--- config.mk ---
export PLATFORM = sky130hd
export DESIGN_NAME = df_serial_subtractor
export DESIGN_NICKNAME = d
export VERILOG_FILES = /design/src/rtl/df_serial_subtractor.sv
export SDC_FILE = /design/constraint.sdc
export NUM_CORES = 1
export LEC_CHECK = 0
export CORE_MARGIN = 1
export CORE_UTILIZATION = 50
export CTS_CLUSTER_DIAMETER = 40
export DETAILED_ROUTE_END_ITERATION = 12
export DONT_BUFFER_PORTS = 1
export PLACE_DENSITY = 0.66
export SLEW_MARGIN = 10
export SYNTH_ARGS = -nofsm -noshare
export SYNTH_HDL_FRONTEND = slang
export SYNTH_SLANG_ARGS = --single-unit
--- constraint.sdc ---
create_clock -name clk_i -period 1.6 [get_ports clk_i]
set_input_delay 0.24 -clock clk_i [delete_from_list [all_inputs] [get_ports clk_i]]
set_output_delay 0.24 -clock clk_i [all_outputs]
set_load 0.01 [all_outputs]
--- src/rtl/df_serial_subtractor.sv ---
// Bit-serial two's-complement subtractor (diff = a - b), LSB first, WIDTH cycles per result.
// Optional output clamp on signed overflow when DF_SUB_SATURATE_EN is defined.
module df_serial_subtractor #(
    parameter int WIDTH = 12
) (
    input  logic             clk_i,
    input  logic             rst_ni,
    input  logic             start_i,
    input  logic [WIDTH-1:0] a_i,
    input  logic [WIDTH-1:0] b_i,
    output logic             busy_o,
    output logic             done_o,
    output logic [WIDTH-1:0] diff_o,
    output logic             borrow_o,
    output logic             ovf_o
);

    localparam int CW = (WIDTH > 1) ? $clog2(WIDTH) : 1;
    localparam logic [CW-1:0] LAST = CW'(WIDTH - 1);

    typedef enum logic [1:0] {
        ST_IDLE,
        ST_SHIFT,
        ST_DONE
    } state_e;

    state_e           state_q, state_d;
    logic [WIDTH-1:0] a_sh_q, a_sh_d;
    logic [WIDTH-1:0] b_sh_q, b_sh_d;
    logic [WIDTH-2:0] res_q, res_d;
    logic             br_q, br_d;
    logic [CW-1:0]    cnt_q, cnt_d;
    logic [WIDTH-1:0] diff_q, diff_d;
    logic             borrow_q, borrow_d;
    logic             ovf_q, ovf_d;

    // Full-subtractor cell: two half-subtractor stages feeding one borrow register.
    logic             hs1_d, hs1_b;
    logic             d_bit, hs2_b, br_next;
    logic             ovf_next;
    logic [WIDTH-1:0] res_full;
    logic [WIDTH-1:0] final_res;

    assign hs1_d   = a_sh_q[0] ^ b_sh_q[0];
    assign hs1_b   = ~a_sh_q[0] & b_sh_q[0];
    assign d_bit   = hs1_d ^ br_q;
    assign hs2_b   = ~hs1_d & br_q;
    assign br_next = hs1_b | hs2_b;

    // On the final edge the shifters hold the operand MSBs in bit 0.
    assign ovf_next = (a_sh_q[0] ^ b_sh_q[0]) & (a_sh_q[0] ^ d_bit);
    assign res_full = {d_bit, res_q};

`ifdef DF_SUB_SATURATE_EN
    logic [WIDTH-1:0] sat_val;
    assign sat_val   = a_sh_q[0] ? {1'b1, {(WIDTH-1){1'b0}}} : {1'b0, {(WIDTH-1){1'b1}}};
    assign final_res = ovf_next ? sat_val : res_full;
`else
    assign final_res = res_full;
`endif

    always_comb begin
        state_d  = state_q;
        a_sh_d   = a_sh_q;
        b_sh_d   = b_sh_q;
        res_d    = res_q;
        br_d     = br_q;
        cnt_d    = cnt_q;
        diff_d   = diff_q;
        borrow_d = borrow_q;
        ovf_d    = ovf_q;

        unique case (state_q)
            ST_IDLE, ST_DONE: begin
                if (start_i) begin
                    a_sh_d  = a_i;
                    b_sh_d  = b_i;
                    br_d    = 1'b0;
                    cnt_d   = '0;
                    state_d = ST_SHIFT;
                end else begin
                    state_d = ST_IDLE;
                end
            end
            ST_SHIFT: begin
                a_sh_d = a_sh_q >> 1;
                b_sh_d = b_sh_q >> 1;
                res_d  = res_full[WIDTH-1:1];
                br_d   = br_next;
                cnt_d  = cnt_q + CW'(1);
                if (cnt_q == LAST) begin
                    state_d  = ST_DONE;
                    diff_d   = final_res;
                    borrow_d = br_next;
                    ovf_d    = ovf_next;
                end
            end
            default: state_d = ST_IDLE;
        endcase
    end

    always_ff @(posedge clk_i) begin
        if (!rst_ni) begin
            state_q  <= ST_IDLE;
            a_sh_q   <= '0;
            b_sh_q   <= '0;
            res_q    <= '0;
            br_q     <= 1'b0;
            cnt_q    <= '0;
            diff_q   <= '0;
            borrow_q <= 1'b0;
            ovf_q    <= 1'b0;
        end else begin
            state_q  <= state_d;
            a_sh_q   <= a_sh_d;
            b_sh_q   <= b_sh_d;
            res_q    <= res_d;
            br_q     <= br_d;
            cnt_q    <= cnt_d;
            diff_q   <= diff_d;
            borrow_q <= borrow_d;
            ovf_q    <= ovf_d;
        end
    end

    assign busy_o   = (state_q == ST_SHIFT);
    assign done_o   = (state_q == ST_DONE);
    assign diff_o   = diff_q;
    assign borrow_o = borrow_q;
    assign ovf_o    = ovf_q;

endmodule

Word level (Yosys, flattened, before mapping)
Index checks and enable logic that the tools add are counted.
{ "classes": {"n_addsub": 1, "n_eq_ne": 5, "mux": 11, "n_bitwise": 9, "reduce_logical": 5} }
{ "ops": {"columns": ["op", "count"], "rows": [
  ["$pmux W12 S2", 2],
  ["$mux W12", 2],
  ["$pmux W4 S2", 1],
  ["$add A4 B1 Y4 const B", 1],
  ["$eq A4 B4 Y1 const B", 1],
  ["$mux W4", 1],
  ["$pmux W2 S2", 1],
  ["$reduce_and A2 Y1", 2],
  ["$and A1 B1 Y1", 3],
  ["$xor A1 B1 Y1", 3],
  ["$eq A2 B1 Y1 const B", 1],
  ["$eq A2 B2 Y1 const B", 1],
  ["$logic_not A2 Y1", 1],
  ["$mux W1", 2],
  ["$mux W2", 1],
  ["$ne A2 B1 Y1 const B", 1],
  ["$ne A2 B2 Y1 const B", 1],
  ["$not A1 Y1", 2],
  ["$pmux W1 S2", 1],
  ["$reduce_bool A2 Y1", 1],
  ["$reduce_or A2 Y1", 1],
  ["$or A1 B1 Y1", 1]
]} }
{ "word_totals": {"reg_bits": 56, "inputBits": 27, "output_inout_bits": 16, "wordCells": 40} }

Longest topological paths before layout
{ "depth": {"ltp_word": 5, "ltp_mapped": 7, "ltp_nobuf": 5} }

Least setup slack after synthesis
No wires, ideal clock.
{ "synth_timing": {"path_kind": "register -> register", "start": "register a_sh_q[0]", "end": "register ovf_q, in the netlist ovf_o", "setup_time_ps": 72, "arrival_time_ps": 1298, "required_time_ps": 1528, "slack_ps": 230, "path_stages_with_launch": 6, "path_buffers": 0, "path_cell_list": "dfxtp_1 > inv_1 > fa_1 > xnor2_1 > nand3b_1 > mux2i_1"} }
{ "synth_between": {"elab_chain_cells": 4} }
{ "synth_rtl": {"columns": ["item", "line", "text"], "rows": [
  ["from (decl)", "28", "logic [WIDTH-1:0] a_sh_q, a_sh_d;"],
  ["from (signal assigned)", "115", "a_sh_q <= a_sh_d;"],
  ["$xor A1 B1 Y1", "44, 51", null],
  ["$xor A1 B1 Y1", "46", "assign d_bit = hs1_d ^ br_q;"],
  ["$xor A1 B1 Y1", "51", "assign ovf_next = (a_sh_q[0] ^ b_sh_q[0]) & (a_sh_q[0] ^ d_bit);"],
  ["$and A1 B1 Y1 (*)", "51", null],
  ["to (signal assigned)", "122", "ovf_q <= ovf_d;"],
  ["to (decl)", "35", "logic ovf_q, ovf_d;"]
]} }
Mark *: on every way between the ends. The rest lies on a longest branch, timed or not.
A chain may end at the register's enable or synchronous reset.

Worst setup path in the final report
Same ends and word-level chain as after synthesis.

==> flow_summary.toml <==
[run_status]
status = "complete, but fails checks"
violations = "DRC"

[hold_path]
hold_path_class = "input port to flop"
whs_path_depth = 1
end_of_the_worst_hold_path = "state_q[0]"
timing.hold.worst.start = "rst_ni"

[sta]
period_share_pct = 91.58
final.setup_skew_ps = 5.211
slew_viol_final = 0
tightestPinTransition_ps = 387.2
timing.final.ws_setup_ps = 134.8
final.setup.tns_ps = 0
max_freq_mhz = 682.5
max-slew-margin-rel_pct = 74.19
finalHoldViolCount = 0
report.final.setup_viol = 0
rsz0062_at_grt = "false"
post-route-min-period_ps = 1465

[finish]
fin_nets = 279
seq_area_um2 = 1121
final_cell_area_um2 = 2480
layout_commonest_cell = "sky130_fd_sc_hd__dfxtp_1"
num-fill-cells = 425
finish.cell_count_without_fillers = 302
drive_above_1_share_pct = 7.200
layout_common_cells = "sky130_fd_sc_hd__dfxtp_1 (56), sky130_fd_sc_hd__nand2_1 (50), sky130_fd_sc_hd__a21boi_0 (36)"
utilization_pct = 55.80
antenna-diode-count = 0
multi_input_area_um2 = 1100
layout-area-overhead-vs-synth_pct = 5.035

[detailed_routing]
drc = 9
route.final.wire_length_um = 4208
detail_route.wl_per_cell_um = 13.93
first_pass_iters = 8
drtIter0Drc = 109
detailroute.via_count = 1693
viasPerCell = 5.606
drtAntennaViolNets = 0

[clock_tree]
tritoncts_clock_tree = "yes"
postCtsSetupBuffers = 0
cts.path.max_buffers = 2
cts_root_buf = "sky130_fd_sc_hd__clkbuf_8"
cts.reportedPaths.clkPinSlew_ps = 90
cts_max_level = 2
clock-sinks = 56
cts_hold_buffers = 0
ctsResizeCount = 0
clock_latency_ps = 300
cts-buffers-inserted = 5

[yosys]
post_synth_inst_count = 258
postSynthAreaPerCell_um2 = 9.151
synth.mux.area_fraction_pct = 5.935
synth_xor_area_share_pct = 0.3710
dominant_combinational_cell_family_by_area_after_synthesis = "compound AO/OA/AOI/OAI gates"
synthesis.nets = 288
synth_compound_area_share_pct = 20.46
netlist_area_before_placement_um2 = 2361
yosysWarningCount = 0
ys_ff_latch = 56
share_of_the_yosys_chip_area_belonging_to_registers_pct = 47.48
post_synth_and_or_nand_nor_area_fraction_pct = 17.91
netlist-cell-type-count = 30
synth_fa_ha_area_share_pct = 1.908

[setup_path]
worstRegToRegCells = 5
setup.worst_path.end_class = "flop"
timing.critical_path.arrival_ps = 1710
regToRegStartpoint = "a_sh_q[0]"
worst-r2r-setup-slack_ps = 130
setup.worst_path.class = "flop to flop"
timing.rr.end = "ovf_o"
cp-start-kind = "flop"
worstPathRequired_ps = 1840
highest_fanout_seen_on_the_critical_path = 3

[floorplan]
die_area_um2 = 5001
cell_rows = 24
placeableCoreArea_um2 = 4444
num_io_pins = 43
die_h_um = 70.72
floorplan.die.width_um = 70.72
starting_density_of_the_core_pct = 53.12

[power]
clock_power_share_pct = 31.3
total_switching_power_mw = 0.5743
share_comb_of_total_power_pct = 9.2
power_frac_seq_pct = 59.5
p_int_mw = 1.901
vdd_ir_drop_max_mv = 0.6535
power_per_cell_area_nw_per_um2 = 998.0
power.share.switching_pct = 23.20
p_leak_nw = 0.8590

[global_routing]
overall_routing_resource_usage_pct = 19.06
wire_length_of_the_first_global_routing_pass_um = 7672
vias_in_the_first_global_route = 1690
grt_max_degree = 71
antenna_found_initial = 0
global_route.overflow_total = 0

[placement]
place_inst = 294
place_hpwl_um = 2625
detailedPlace.worstSlack_ps = 139.8
finalWeightedCongestion = 0.7177
placed_cell_areas_um2 = 2390
numPortBuffers = 0

[flow_run]
cap_violations = 0
final cells by class:
class	count	share of cell area (%)
Tap cell	52	2.624
Clock buffer	8	3.633
Timing Repair Buffer	9	3.734
Multi-Input combinational cell	174	44.35
Sequential cell	56	45.21
Inverter	3	0.4541
worst max-delay path, stage by stage (launching register included):
cell and delay [ps]:
sky130_fd_sc_hd__dfxtp_1 380, sky130_fd_sc_hd__inv_1 90, sky130_fd_sc_hd__fa_1 600, sky130_fd_sc_hd__xnor2_1 130
sky130_fd_sc_hd__nand3b_1 90, sky130_fd_sc_hd__mux2i_1 120
routing by layer:
layer  global-route usage (%)  vias to the layer above  wire length [um]
met5                        0                        -                 0
met4                    7.333                        0                71
met3                    4.843                        8               209
met2                    32.05                       32              1976
met1                    23.54                      778              1951
li1                         -                      875                 -
logic make-up after synthesis:
logic type                 Yosys count
AOI/OAI and AO/OA                   64
xor gates and xnor gates             1
adders and majority gates            3
buffers and inverters               28
DFF                                 56
muxes                               14
and+or+nand+nor                     92
power groups by stage:
stage	clock network (mW)	registers, mW	logic, mW
finish	0.773	1.47	0.228
global route	0.873	1.48	0.261
CTS	0.811	1.47	0.231
detailed placement	0	1.51	0.230
global placement	0	1.51	0.229
floorplan	0	1.50	0.191
worst max path at each step:
stage | from | to | slack, ps | cells past startpoint
final | a_sh_q[0] | ovf_o | 130 | 5
after global placement | a_sh_q[0] | ovf_o | 190 | 5
after detailed placement | a_sh_q[0] | ovf_o | 140 | 5
after floorplan | a_sh_q[0] | ovf_o | 230 | 5
after global routing | a_sh_q[0] | ovf_o | 50 | 5
after CTS | a_sh_q[0] | ovf_o | 120 | 5
synthesized netlist by cell type:
library cell               instances  area [um2]
sky130_fd_sc_hd__nand2b_1          3       18.77
sky130_fd_sc_hd__buf_6             1       11.26
sky130_fd_sc_hd__and3b_4           1       12.51
sky130_fd_sc_hd__and2_1            1       6.260
sky130_fd_sc_hd__a21boi_1          1       7.510
sky130_fd_sc_hd__a21boi_0         36       270.3
sky130_fd_sc_hd__inv_2             1       3.750
sky130_fd_sc_hd__o21a_1            1       7.510
sky130_fd_sc_hd__fa_1              1       20.02
sky130_fd_sc_hd__nand4_1           1       6.260
sky130_fd_sc_hd__nand2_1          50       187.7
sky130_fd_sc_hd__clkbuf_1         14       52.55
sky130_fd_sc_hd__mux2i_1          14       140.1
sky130_fd_sc_hd__nand3b_1          1       7.510
sky130_fd_sc_hd__a22oi_1          22       165.2
sky130_fd_sc_hd__nor2_1            1       3.750
sky130_fd_sc_hd__and3_1            2       12.51
sky130_fd_sc_hd__and2_4            1       8.760
sky130_fd_sc_hd__xnor2_1           1       8.760
sky130_fd_sc_hd__or3_1             1       6.260
sky130_fd_sc_hd__dfxtp_1          56        1121
sky130_fd_sc_hd__ha_1              2       25.02
sky130_fd_sc_hd__o211ai_1          1       7.510
sky130_fd_sc_hd__o21ai_0           1       5.000
sky130_fd_sc_hd__inv_1             2       7.510
sky130_fd_sc_hd__buf_2             9       45.04
sky130_fd_sc_hd__buf_12            1       20.02
sky130_fd_sc_hd__nor2b_1           2       12.51
sky130_fd_sc_hd__o211a_1           2       20.02
sky130_fd_sc_hd__nand3_1          28       140.1
stage by stage:
| stage | hold WS [ps] | power [mW] |
|---|---|---|
| floorplan | 384.9 | 1.690 |
| global placement | 367.4 | 1.734 |
| detailed placement | 367.9 | 1.737 |
| CTS | 45.46 | 2.516 |
| global route | 48.79 | 2.615 |
| finish | 73.24 | 2.475 |
state kept, by name, summed over array words and instances (netlist names):
name / count
a_sh_q: 12
b_sh_q: 12
diff_o: 12
res_q: 11
cnt_q: 4
state_q: 2
borrow_o: 1
br_q: 1
ovf_o: 1
(Power assumes the default switching activity.)
